File: config.mk
export PLATFORM = sky130hd
export DESIGN_NAME = az_to_poly
export DESIGN_NICKNAME = d
export VERILOG_FILES = /design/src/rtl/az_to_poly_pkg.sv /design/src/rtl/az_to_poly_sat_addsub16.sv /design/src/rtl/az_to_poly.sv
export SDC_FILE = /design/constraint.sdc
export NUM_CORES = 1
export LEC_CHECK = 0
export CAP_MARGIN = 20
export CORE_AREA = 2 2 157 121
export DETAILED_ROUTE_END_ITERATION = 6
export DIE_AREA = 0 0 159 123
export PLACE_DENSITY = 0.62
export SLEW_MARGIN = 20
export SYNTH_ARGS = -nofsm -noshare
export SYNTH_HDL_FRONTEND = slang
export SYNTH_SLANG_ARGS = --single-unit
File: constraint.sdc
create_clock -name clk -period 5.5 [get_ports clk]
set_input_delay 1.375 -clock clk [delete_from_list [all_inputs] [get_ports clk]]
set_output_delay 1.375 -clock clk [all_outputs]
set_load 0.01 [all_outputs]
File: src/rtl/az_to_poly_pkg.sv
// az_to_poly_pkg
// Shared constants and state encoding for the LPC-to-polynomial converter.
//   M            : LPC order (a[0..M])
//   NC           : number of coefficients computed per polynomial after f[0]
//   F0_BASE      : unscaled value of f1[0] / f2[0] (1.0 in Q11)
//   F2_BASE_ADDR : write-address offset of the f2 coefficient block
package az_to_poly_pkg;

    localparam int          M            = 10;
    localparam int          NC           = 5;
    localparam logic [15:0] F0_BASE      = 16'd2048;
    localparam logic [3:0]  F2_BASE_ADDR = 4'd8;

    typedef enum logic [3:0] {
        INIT = 4'd0,
        WR0A = 4'd1,
        WR0B = 4'd2,
        RD1  = 4'd3,
        RD2  = 4'd4,
        CALC = 4'd5,
        WR1  = 4'd6,
        WR2  = 4'd7,
        DONE = 4'd8
    } state_t;

    // f1[0] = f2[0] = 2048 >> s (s = 0 -> /2 path, s = 1 -> /4 path)
    function automatic logic [15:0] f0_value(input logic s);
        return F0_BASE >> s;
    endfunction

endpackage

File: src/rtl/az_to_poly_sat_addsub16.sv
// sat_addsub16
// Combinational saturating add/subtract producing a 16-bit signed result.
//   a   : 17-bit signed operand (already scaled, so it fits 16 bits in practice)
//   b   : 16-bit signed operand
//   sub : 1 -> y = a - b, 0 -> y = a + b
//   y   : result clamped to [-32768, 32767]
//   sat : high when clamping occurred
module sat_addsub16 (
    input  logic signed [16:0] a,
    input  logic signed [15:0] b,
    input  logic               sub,
    output logic signed [15:0] y,
    output logic               sat
);

    logic signed [17:0] ax;
    logic signed [17:0] bx;
    logic signed [17:0] full;

    always_comb begin
        ax   = {a[16], a};
        bx   = {{2{b[15]}}, b};
        full = sub ? (ax - bx) : (ax + bx);
        // Result fits in 16 bits only if the top three bits agree.
        sat  = (full[17:15] != 3'b000) && (full[17:15] != 3'b111);
        if (!sat) begin
            y = full[15:0];
        end else if (full[17]) begin
            y = 16'sh8000;
        end else begin
            y = 16'sh7FFF;
        end
    end

endmodule

File: src/rtl/az_to_poly.sv
// az_to_poly
// Converts LPC coefficients a[1..10] (Q12) into the two symmetric/antisymmetric
// polynomial coefficient sets f1[0..5] and f2[0..5]. Coefficients are first
// computed with /2 scaling; if any result saturates the pass restarts with /4
// scaling and ovf is raised so the downstream evaluator uses the Chebps_10 path.
//
// Control: start is a single-cycle request sampled only in INIT; done is a
// single-cycle completion pulse; every cycle fWrite is high one coefficient
// (fAddr, fOut) is written. There is no back-pressure.
//
// Ports
//   clk       : clock, rising edge
//   reset     : asynchronous, active-low reset
//   start     : conversion request pulse
//   aAddr     : LPC memory read address (data returns on aIn one cycle later)
//   aIn       : LPC read data, Q12
//   fAddr     : coefficient write address (0-5 f1, 8-13 f2)
//   fOut      : coefficient write data
//   fWrite    : coefficient write strobe
//   ovf       : /4 scaling was used for this conversion
//   done      : conversion-complete pulse
//   dbg_state : current FSM state encoding
module az_to_poly
    import az_to_poly_pkg::*;
(
    input  logic        clk,
    input  logic        reset,
    input  logic        start,
    input  logic [15:0] aIn,
    output logic [3:0]  aAddr,
    output logic [3:0]  fAddr,
    output logic [15:0] fOut,
    output logic        fWrite,
    output logic        ovf,
    output logic        done,
    output logic [3:0]  dbg_state
);

    state_t             state;
    logic               s;
    logic [2:0]         i;
    logic signed [15:0] p;
    logic signed [15:0] f1prev;
    logic signed [15:0] f2prev;

    // CALC datapath: q is taken straight from aIn in the CALC cycle.
    logic signed [16:0] pe;
    logic signed [16:0] qe;
    logic signed [16:0] sum_e;
    logic signed [16:0] dif_e;
    logic signed [16:0] xs;
    logic signed [16:0] xd;
    logic signed [15:0] f1n;
    logic signed [15:0] f2n;
    logic               f1_sat;
    logic               f2_sat;
    logic               calc_sat;

    always_comb begin
        pe    = {p[15], p};
        qe    = {aIn[15], aIn};
        sum_e = pe + qe;
        dif_e = pe - qe;
        // Arithmetic shift gives floor division; the halved sum of two
        // 16-bit values always fits back in 16 bits.
        xs    = s ? (sum_e >>> 2) : (sum_e >>> 1);
        xd    = s ? (dif_e >>> 2) : (dif_e >>> 1);
    end

    sat_addsub16 u_f1 (
        .a   (xs),
        .b   (f1prev),
        .sub (1'b1),
        .y   (f1n),
        .sat (f1_sat)
    );

    sat_addsub16 u_f2 (
        .a   (xd),
        .b   (f2prev),
        .sub (1'b0),
        .y   (f2n),
        .sat (f2_sat)
    );

    assign calc_sat  = f1_sat | f2_sat;
    assign dbg_state = state;

    always_ff @(posedge clk or negedge reset) begin
        if (!reset) begin
            state  <= INIT;
            s      <= 1'b0;
            i      <= 3'd0;
            p      <= '0;
            f1prev <= '0;
            f2prev <= '0;
            aAddr  <= '0;
            fAddr  <= '0;
            fOut   <= '0;
            fWrite <= 1'b0;
            ovf    <= 1'b0;
            done   <= 1'b0;
        end else begin
            fWrite <= 1'b0;
            done   <= 1'b0;
            case (state)
                INIT: begin
                    if (start) begin
                        s      <= 1'b0;
                        ovf    <= 1'b0;
                        i      <= 3'd0;
                        f1prev <= f0_value(1'b0);
                        f2prev <= f0_value(1'b0);
                        fWrite <= 1'b1;
                        fAddr  <= 4'd0;
                        fOut   <= f0_value(1'b0);
                        state  <= WR0A;
                    end
                end
                WR0A: begin
                    fWrite <= 1'b1;
                    fAddr  <= F2_BASE_ADDR;
                    fOut   <= f0_value(s);
                    state  <= WR0B;
                end
                WR0B: begin
                    aAddr <= 4'(i) + 4'd1;
                    state <= RD1;
                end
                RD1: begin
                    aAddr <= 4'(M) - 4'(i);
                    state <= RD2;
                end
                RD2: begin
                    p     <= aIn;
                    state <= CALC;
                end
                CALC: begin
                    if (calc_sat && !s) begin
                        // Restart the whole pass with /4 scaling.
                        s      <= 1'b1;
                        ovf    <= 1'b1;
                        i      <= 3'd0;
                        f1prev <= f0_value(1'b1);
                        f2prev <= f0_value(1'b1);
                        fWrite <= 1'b1;
                        fAddr  <= 4'd0;
                        fOut   <= f0_value(1'b1);
                        state  <= WR0A;
                    end else begin
                        f1prev <= f1n;
                        f2prev <= f2n;
                        fWrite <= 1'b1;
                        fAddr  <= 4'(i) + 4'd1;
                        fOut   <= f1n;
                        state  <= WR1;
                    end
                end
                WR1: begin
                    // f2prev already holds the value computed in CALC.
                    fWrite <= 1'b1;
                    fAddr  <= F2_BASE_ADDR + 4'(i) + 4'd1;
                    fOut   <= f2prev;
                    state  <= WR2;
                end
                WR2: begin
                    if (i == 3'(NC - 1)) begin
                        done  <= 1'b1;
                        state <= DONE;
                    end else begin
                        i     <= i + 3'd1;
                        aAddr <= 4'(i) + 4'd2;
                        state <= RD1;
                    end
                end
                DONE: begin
                    state <= INIT;
                end
                default: begin
                    state <= INIT;
                end
            endcase
        end
    end

endmodule

Word-level counts from Yosys, hierarchy flattened
Cells that the tools add are included.

Flip-flop bits (word level): 82. Bits of input ports: 19. Output and inout bits: 31.

Add/sub/neg operators: 10. Equality and inequality tests: 13. Shift-type cells: 1. Muxes and demuxes: 32. Bitwise logic cells: 1. Reductions and logical operators: 17.

Operators by type and width (count): 16-bit two-way mux (7); 16-bit one-hot mux with 2 select lines (2); 16-bit one-hot mux with 4 select lines (1); 16-bit by 16-bit adder with 17-bit output (2); 16-bit by 16-bit subtractor with 17-bit output (2); 4-bit one-hot mux with 8 select lines (1); 15-bit two-way mux (2); 4-bit two-way mux (5); 4-bit by 3-bit equality test with 1-bit output, second input constant (4); 4-bit one-hot mux with 4 select lines (1); 12-bit by 1-bit right shift with 16-bit output, first input constant (1); 3-bit two-way mux (4); 4-bit one-hot mux with 3 select lines (1); 3-bit nonzero test (4); 3-bit one-hot mux with 3 select lines (1); 4-bit by 2-bit equality test with 1-bit output, second input constant (2); 2-bit != test, second input constant (3); 3-bit != test, second input constant (2); 2-bit AND reduction (3); 1-bit two-way mux (5); 3-bit by 1-bit adder with 4-bit output, second input constant (1); 3-bit by 2-bit adder with 4-bit output, second input constant (1); 4-bit by 1-bit adder with 4-bit output, second input constant (1); 4-bit by 3-bit adder with 4-bit output, first input constant (1); other kinds (14) (17).

Depth between registers and ports, before layout
Gate-level depths: netlist (run 1).

Word-level depth: 9. Mapped depth: 22. Depth with buffers taken out: 19.

Hierarchy
Synthesis (run 1) repeated with hierarchy kept, for this count alone.

Cell total of the unflattened synthesis: 1004. Area, all modules: 8418.1 sq um.

Modules (own cells, without submodules): az_to_poly (instances 1, cells each 579, area an instance 5402.7 sq um); sat_addsub16 at u_f1 (instances 1, cells each 210, area an instance 1521.5 sq um); sat_addsub16 at u_f2 (instances 1, cells each 215, area an instance 1493.9 sq um).

Worst setup path after synthesis (run 1)
No wires, ideal clock.

Path type: input to register. Start point: input port aIn[1]. End point: register f1prev[9]. Setup time: 0.080 ns. Arrival: 5.615 ns. Data required time: 5.420 ns. Slack: -0.195 ns. Stages: 19. Cell sequence: inv_1 ha_1 and3b_1 or4_1 a31oi_1 nor2_1 o41ai_2 o211a_1 nor4b_1 a311o_1 ha_1 and4_1 a21o_1 or3_1 and4_1 a2111o_1 nand2b_4 buf_6 o22ai_2.

Longest elaborated chain between the ends: 9. Elaborated cells on any way between the ends: 18. Classes of those cells: add/sub: 4; eq/ne: 2; mux: 6; bitwise: 1; reduce/logical: 5.

Ends and longest elaborated chain: start, declared (line az_to_poly.sv:29) `input logic [15:0] aIn,`; 16-bit by 16-bit adder with 17-bit output / 16-bit by 16-bit subtractor with 17-bit output (equally long branches) (line az_to_poly.sv:62, az_to_poly.sv:63); 15-bit two-way mux, on equally long branches (line az_to_poly.sv:66, az_to_poly.sv:67); 16-bit by 16-bit subtractor with 17-bit output / 16-bit by 16-bit adder with 17-bit output (equally long branches) (line az_to_poly_sat_addsub16.sv:23) `full = sub ? (ax - bx) : (ax + bx);`; 3-bit != test / 3-bit nonzero test (equally long branches) (line az_to_poly_sat_addsub16.sv:25) `sat = (full[17:15] != 3'b000) && (full[17:15] != 3'b111);`; 1-bit logical AND (line az_to_poly_sat_addsub16.sv:25); 1-bit bitwise OR (line az_to_poly.sv:86) `assign calc_sat = f1_sat | f2_sat;`; 1-bit logical AND (line az_to_poly.sv:139) `if (calc_sat && !s) begin`; 16-bit two-way mux * (line az_to_poly.sv:139); 16-bit one-hot mux with 2 select lines * (line az_to_poly.sv:106) `case (state)`; end signal, assigned (line az_to_poly.sv:112) `f1prev <= f0_value(1'b0);`; end signal, assigned (line az_to_poly.sv:144) `f1prev <= f0_value(1'b1);`; end signal, assigned (line az_to_poly.sv:151) `f1prev <= f1n;`; end, declared (line az_to_poly.sv:43) `logic signed [15:0] f1prev;`.

Every way passes the cells marked *; elsewhere a longest branch is shown, timed or not. A chain may end at the register's enable or synchronous reset.

Worst setup path after layout (run 1)
Start point: input port aIn[1]. End point: register i[0].

Longest elaborated chain between the ends: 9. Elaborated cells on any way between the ends: 16. Classes of those cells: add/sub: 4; eq/ne: 3; mux: 2; bitwise: 1; reduce/logical: 6.

Ends and longest elaborated chain: 16-bit by 16-bit adder with 17-bit output / 16-bit by 16-bit subtractor with 17-bit output (equally long branches) (line az_to_poly.sv:62, az_to_poly.sv:63); 15-bit two-way mux, on equally long branches (line az_to_poly.sv:66, az_to_poly.sv:67); 16-bit by 16-bit subtractor with 17-bit output / 16-bit by 16-bit adder with 17-bit output (equally long branches) (line az_to_poly_sat_addsub16.sv:23); 3-bit != test / 3-bit nonzero test (equally long branches) (line az_to_poly_sat_addsub16.sv:25); 1-bit logical AND (line az_to_poly_sat_addsub16.sv:25); 1-bit bitwise OR * (line az_to_poly.sv:86); 1-bit logical AND * (line az_to_poly.sv:139); 2-bit != test (no line) *; 4-bit AND reduction (no line) *; end signal, assigned (line az_to_poly.sv:171) `i <= i + 3'd1;`; end, declared (line az_to_poly.sv:41) `logic [2:0] i;`.

Marks and branches as above.

==> results of run 1 <==
layout make-up:
cell class / count / area share [%]
clock buffers: 9 / 2.231
clock inverters: 7 / 0.5702
inverters: 58 / 2.182
multi-input cells: 645 / 51.95
flip-flops and latches: 82 / 20.33
well taps: 247 / 3.062
repair buffers: 244 / 19.67
per-layer routing:
layer / vias up / wire length [µm] / GRT usage, %
met3: 18 / 957 / 3.724
li1: 3394 / - / -
met5: - / 0 / 0
met1: 3284 / 10110 / 29.63
met4: 0 / 252 / 4.773
met2: 158 / 9487 / 35.05
cells by family after synthesis:
kind of cell	Yosys count	synth area share (%)
compound gates	250	24.47
simple gates	226	15.32
buf+inv	94	5.277
flops	82	29.04
fa+ha+maj	72	13.18
xor+xnor	54	6.694
mux	40	6.021
flip-flops by register name (all words and copies together) (netlist names), 3 cells and up:
name	count
f1prev	16
f2prev	16
fOut	16
p	16
aAddr	4
dbg_state	4
fAddr	4
i	3
per-stage QoR:
step / setup TNS, ns / instance area [µm²] / hold slack [ns] / util (%) / cells
floorplan: -0.01821 / 7137 / 0.4494 / - / 818
global placement: -48.21 / 9035 / 0.4708 / 49.98 / 1244
detailed placement: -54.11 / 9035 / 0.4657 / 49.98 / 1244
CTS: -0.8022 / 9828 / 0.4893 / 54.37 / 1284
global route: -12.88 / 10090 / 0.5282 / 55.83 / 1292
finish: -4.618 / 10090 / 0.4869 / 55.83 / 1292
timing repair:
item | 4_1_cts | 5_1_grt
hold buffers | 0 | 0
setup endpoints to repair | 59 | 59
resized for setup | 83 | 50
pin swaps | 46 | 42
gates cloned | 4 | 0
setup buffers | 21 | 9
hold endpoints to repair | 0 | 0
cell usage in the layout, fill, tap and decap left out, drive strengths merged, types with 18 or more instances in the layout:
cell type	instances
a22oi	18
buf	197
nor3	20
inv	62
xnor2	35
dfrtp	82
o21ai	59
nand2	68
ha	68
nand2b	19
clkdlybuf4s50	38
xor2	19
nor2	63
mux2i	20
mux2	20
a21oi	57
cell usage after synthesis (all sizes together), types with 3 or more instances:
master,n
a22oi,18
nand4,3
xnor2,35
ha,68
buf,10
clkbuf,26
mux2,20
o22ai,11
o311ai,5
and3,7
or3,4
or2,7
a21o,17
nor3,20
nand2b,16
o31ai,9
a31oi,9
a22o,7
o21ai,59
o21bai,8
inv,58
dfrtp,82
a31o,3
nor2b,10
nand2,68
a211oi,4
nand3,10
a21oi,57
nor2,63
mux2i,20
xor2,19
and2,6
fa,4
o21a,5
o211ai,8
a211o,8
worst paths after layout:
check,slack (ns),endpoint,startpoint,cells after the start
setup / recovery,-0.17,i[0],aIn[1],24
hold / removal,0.49,f1prev[10],f1prev[10],1
setup reg to reg,0.48,i[0],p[1],22
hold reg to reg,0.49,f1prev[10],f1prev[10],1
max in group asynchronous,3.54,f1prev[7],reset,2
min in group asynchronous,1.03,done,reset,1
==> results.sh, run 1 <==
export IMPL_slowest_stage="or4_4"
export IMPL_multi_input_area_um2=5244
export IMPL_syn_area_per_cell_um2=8.638
export IMPL_portBuffers=49
export IMPL_crit_chain="buf_8, inv_4, ha_4, and3b_1, or4_4, a31oi_4, nor2_4, o41ai_2, buf_4, o211a_4, nor4b_4, a311o_1, ha_4, and4_4, buf_6, a21o_1, or3_4, buf_4, a21oi_4, buf_4, o21ai_4, buf_4, a31o_1, a21o_1"
export IMPL_slew_violations=0
export IMPL_clk_pin_slew_worst_paths_ns=0.07
export IMPL_hpwlAfterDp_um=14760
export IMPL_grt_first_pass_wirelength_um=33290
export IMPL_synth_cells=818
export IMPL_clockBufferDepth=2
export IMPL_initial_utilization_pct=39.08
export IMPL_final_period_utilization_pct=103.2
export IMPL_numCtsBuffers=9
export IMPL_clock_skew_ns=0.01478
export IMPL_hold_viol_final=0
export IMPL_critPathLaunchType="input port"
export IMPL_drt_initial_drc_count=384
export IMPL_first_pass_iters=5
export IMPL_min_path_type="flip-flop to flip-flop"
export IMPL_synth_area_top_cells="dfrtp_1, ha_1, xnor2_1"
export IMPL_grt_pass1_vias=6562
export IMPL_cp_arrival_ns=5.93
export IMPL_drv_cap=0
export IMPL_critPathCaptureType="flip-flop"
export IMPL_cts_tree="yes"
export IMPL_ys_ff_latch=82
export IMPL_worstMarginPinSlew_ns=0.8581
export IMPL_path_delay_family="compound AO/OA/AOI/OAI gates"
export IMPL_finalNetCount=1131
export IMPL_clk_latency_ns=0.37
export IMPL_dpl_worst_slack_ns=-1.082
export IMPL_seqCellArea_um2=2052
export IMPL_finalSetupViolations=52
export IMPL_wire_per_inst_um=16.10
export IMPL_synth_distinct_cells=76
export IMPL_grtUsageTotal_pct=21.32
export IMPL_crit_buf_inv=7
export IMPL_relSlewSlack_pct=42.73
export IMPL_synth_flop_cell="dfrtp_1"
export IMPL_netlist_area_um2=7066
export IMPL_insertedDiodeCount=0
export IMPL_synth_top_cell_by_area="dfrtp_1"
export IMPL_clock_sinks=82
export IMPL_vias_per_cell=5.305
export IMPL_grt_overflow_total=0
export IMPL_synth_top_cell_area_share_pct=29.04
export IMPL_violations="setup timing"
export IMPL_ctsRootBufferMaster="clkbuf_16"
export IMPL_crit_top_cell="buf_4"
export IMPL_cpPeakStageDelay_ns=0.45
export IMPL_place_gp_congestion=0.9359
export IMPL_fill_cells=1654
export IMPL_drive_above_1_share_pct=33.40
export IMPL_vias=6854
export IMPL_synthToLayoutAreaGrowth_pct=42.85
export IMPL_synth_edf_count=0
export IMPL_status="complete, but fails checks"
export IMPL_ios=50
export IMPL_worst_slack_ns=-0.1747
export IMPL_drt_wl_total_um=20800
export IMPL_ys_warn_count=0
export IMPL_rsz0062_at_grt="true"
export IMPL_synthArstFlopShare_pct=100.0
export IMPL_syn_num_nets=909
export IMPL_grt_max_degree=51
export IMPL_worstPathRequired_ns=5.75
export IMPL_timing_final_crit_period_ns=5.675
export IMPL_placement_rows=43
export IMPL_antenna_found_initial=0
export IMPL_ant_nets=0
export IMPL_die_w_um=159
export IMPL_drc=0
export IMPL_htree_levels=3
export IMPL_die_h_um=123
export IMPL_die_area_um2=19560
export IMPL_timing_fmax_mhz=176.2
export IMPL_core_um2=18080
export IMPL_crit_type="input port to flip-flop"
export IMPL_cp_max_fo=5
export IMPL_ys_seq_area_share_pct=29.04
Power of run 1 is not shown: default switching activity piles up to over one toggle a cycle in this logic, so the estimate is an artifact.
==> run 2: changes to the inputs <==
ABC_CLOCK_PERIOD_IN_PS = 5500   (was unset)
SKIP_CTS_REPAIR_TIMING = 1   (was unset)
==> run 2 against run 1 <==
  * The flow still finishes with violations (setup timing)
  * Worst setup slack worse by 0.012 ns
  * Cell count is 0.62% lower
  * Core utilization is 0.39 points lower
  * Hold slack better by 0.010 ns
  * Non-clock buffer count is 8 lower
  * Cell area is 0.71% lower
  * Count of clock-buffer cells in the layout stayed put
  * Flip-flop and latch count stayed put
  * Global-route usage is 1.3 points lower
  * Maximum frequency is 0.21% lower
  * Largest cell class unchanged
  * Highest routed layer unchanged
==> results.sh, run 2 (synthesis results as in run 1) <==
export IMPL_reg2reg_from="p[1]"
export IMPL_cpPeakStageDelay_ns=0.57
export IMPL_dpl_worst_slack_ns=-1.082
export IMPL_timing_final_crit_period_ns=5.687
export IMPL_cp_max_fo=5
export IMPL_hold_viol_final=0
export IMPL_final_period_utilization_pct=103.4
export IMPL_antenna_found_initial=0
export IMPL_finalNetCount=1123
export IMPL_wl_met1_um=10220
export IMPL_drive_above_1_share_pct=31.92
export IMPL_min_path_type="flip-flop to flip-flop"
export IMPL_grt_max_degree=51
export IMPL_slew_violations=0
export IMPL_drt_initial_drc_count=381
export IMPL_worstMarginPinSlew_ns=0.8131
export IMPL_clock_sinks=82
export IMPL_ant_nets=0
export IMPL_crit_type="input port to flip-flop"
export IMPL_worst_slack_ns=-0.1866
export IMPL_crit_chain="buf_8, inv_6, ha_4, and3b_1, or4_4, a31oi_4, nor2_4, o41ai_2, buf_4, o211a_4, and4b_1, nor3_2, ha_1, a21oi_1, o21ai_1, a21o_1, or3_4, and4_1, a2111o_1, nor3_2, buf_4, o32a_1"
export IMPL_tns_ns=-3.964
export IMPL_met2_length_um=9320
export IMPL_met3WireLength_um=829
export IMPL_grt_first_pass_wirelength_um=31420
export IMPL_final_common_cell="buf_4"
export IMPL_relSlewSlack_pct=45.73
export IMPL_slowest_stage="or4_4"
export IMPL_finalSetupViolations=45
export IMPL_cp_arrival_ns=5.99
export IMPL_path_delay_family="simple AND/OR/NAND/NOR gates"
export IMPL_htree_levels=3
export IMPL_drt_wl_total_um=20610
export IMPL_insertedDiodeCount=0
export IMPL_die_h_um=123
export IMPL_ios=50
export IMPL_numCtsBuffers=9
export IMPL_top_layer="met4"
export IMPL_r2r_end="fOut[11]"
export IMPL_synthToLayoutAreaGrowth_pct=41.85
export IMPL_worstPathRequired_ns=5.80
export IMPL_rsz0062_at_grt="true"
export IMPL_crit_start="aIn[1]"
export IMPL_clk_latency_ns=0.36
export IMPL_hpwlAfterDp_um=14760
export IMPL_cp_depth=22
export IMPL_drv_cap=0
export IMPL_die_w_um=159
export IMPL_initial_utilization_pct=39.08
export IMPL_vias_per_cell=5.283
export IMPL_placement_rows=43
export IMPL_first_pass_iters=5
export IMPL_die_area_um2=19560
export IMPL_clock_skew_ns=0.01016
export IMPL_grt_pass1_vias=6256
export IMPL_crit_buf_inv=4
export IMPL_fill_cells=1649
export IMPL_final_cell_mix="buf_4, dfrtp_1, nand2_1, nor2_1"
export IMPL_clk_pin_slew_worst_paths_ns=0.07
export IMPL_seqCellArea_um2=2052
export IMPL_reg2reg_depth=20
export IMPL_drc=0
export IMPL_wire_per_inst_um=16.05
export IMPL_vias=6783
export IMPL_place_gp_congestion=0.9359
export IMPL_final_util_pct=55.44
export IMPL_core_um2=18080
export IMPL_ctsRootBufferMaster="clkbuf_16"
export IMPL_r2r_slack_ns=0.48
export IMPL_grtUsageTotal_pct=20.01
export IMPL_violations="setup timing"
export IMPL_multi_input_area_um2=5210
export IMPL_critPathCaptureType="flip-flop"
export IMPL_timing_fmax_mhz=175.9
export IMPL_cts_tree="yes"
export IMPL_crit_path_end="fOut[11]"
export IMPL_clockBufferDepth=2
export IMPL_grt_overflow_total=0
export IMPL_portBuffers=49
export IMPL_status="complete, but fails checks"
export IMPL_critPathLaunchType="input port"
==> run 2: changes by cell type in the layout (fill, tap and decap cells not counted), moves of 3 or more <==
cell	previous run	this run
xnor2_1	34	31
dlymetal6s2s_1	1	8
a21oi_2	6	9
xnor2_2	1	4
dlygate4sd2_1	6	0
ha_1	52	55
buf_4	188	181
o22ai_2	9	5
ha_2	5	2
a21oi_1	49	46
o22ai_1	2	6
o21ai_2	27	20
o21ai_1	7	15
==> run 2: cell type report <==
class                      instances  share of cell area [%]
timing repair buffer             236                   19.41
multi-input combinational        645                   51.99
clock buffer                       9                   2.247
sequential                        82                   20.47
inverter                          58                   2.222
clock inverter                     7                  0.5743
tap                              247                   3.084
==> run 2: through the flow <==
step,instance area (µm²),cells,hold WS (ns)
2_1_floorplan,7137,818,0.4494
3_3_place_gp,9035,1244,0.4708
3_5_place_dp,9035,1244,0.4657
4_1_cts,9318,1260,0.4893
5_1_grt,10020,1284,0.5281
6_report,10020,1284,0.4971
==> run 2: worst min path at each step <==
stage,from,slack [ns],depth (start not counted),end
floorplan,f1prev[10],0.45,1,f1prev[10]
global placement,f1prev[10],0.47,1,f1prev[10]
detailed placement,f1prev[10],0.47,1,f1prev[10]
CTS,f1prev[10],0.49,1,f1prev[10]
global route,f1prev[0],0.53,2,f1prev[0]
finish,f1prev[10],0.50,1,f1prev[10]
==> run 2: layer usage <==
metal  GRT usage, %  up-vias
met3          3.589       15
met4          4.602        0
met5              0        -
li1               -     3379
met2          32.31      119
met1          28.15     3270
Power of run 2 is left out for the same reason.
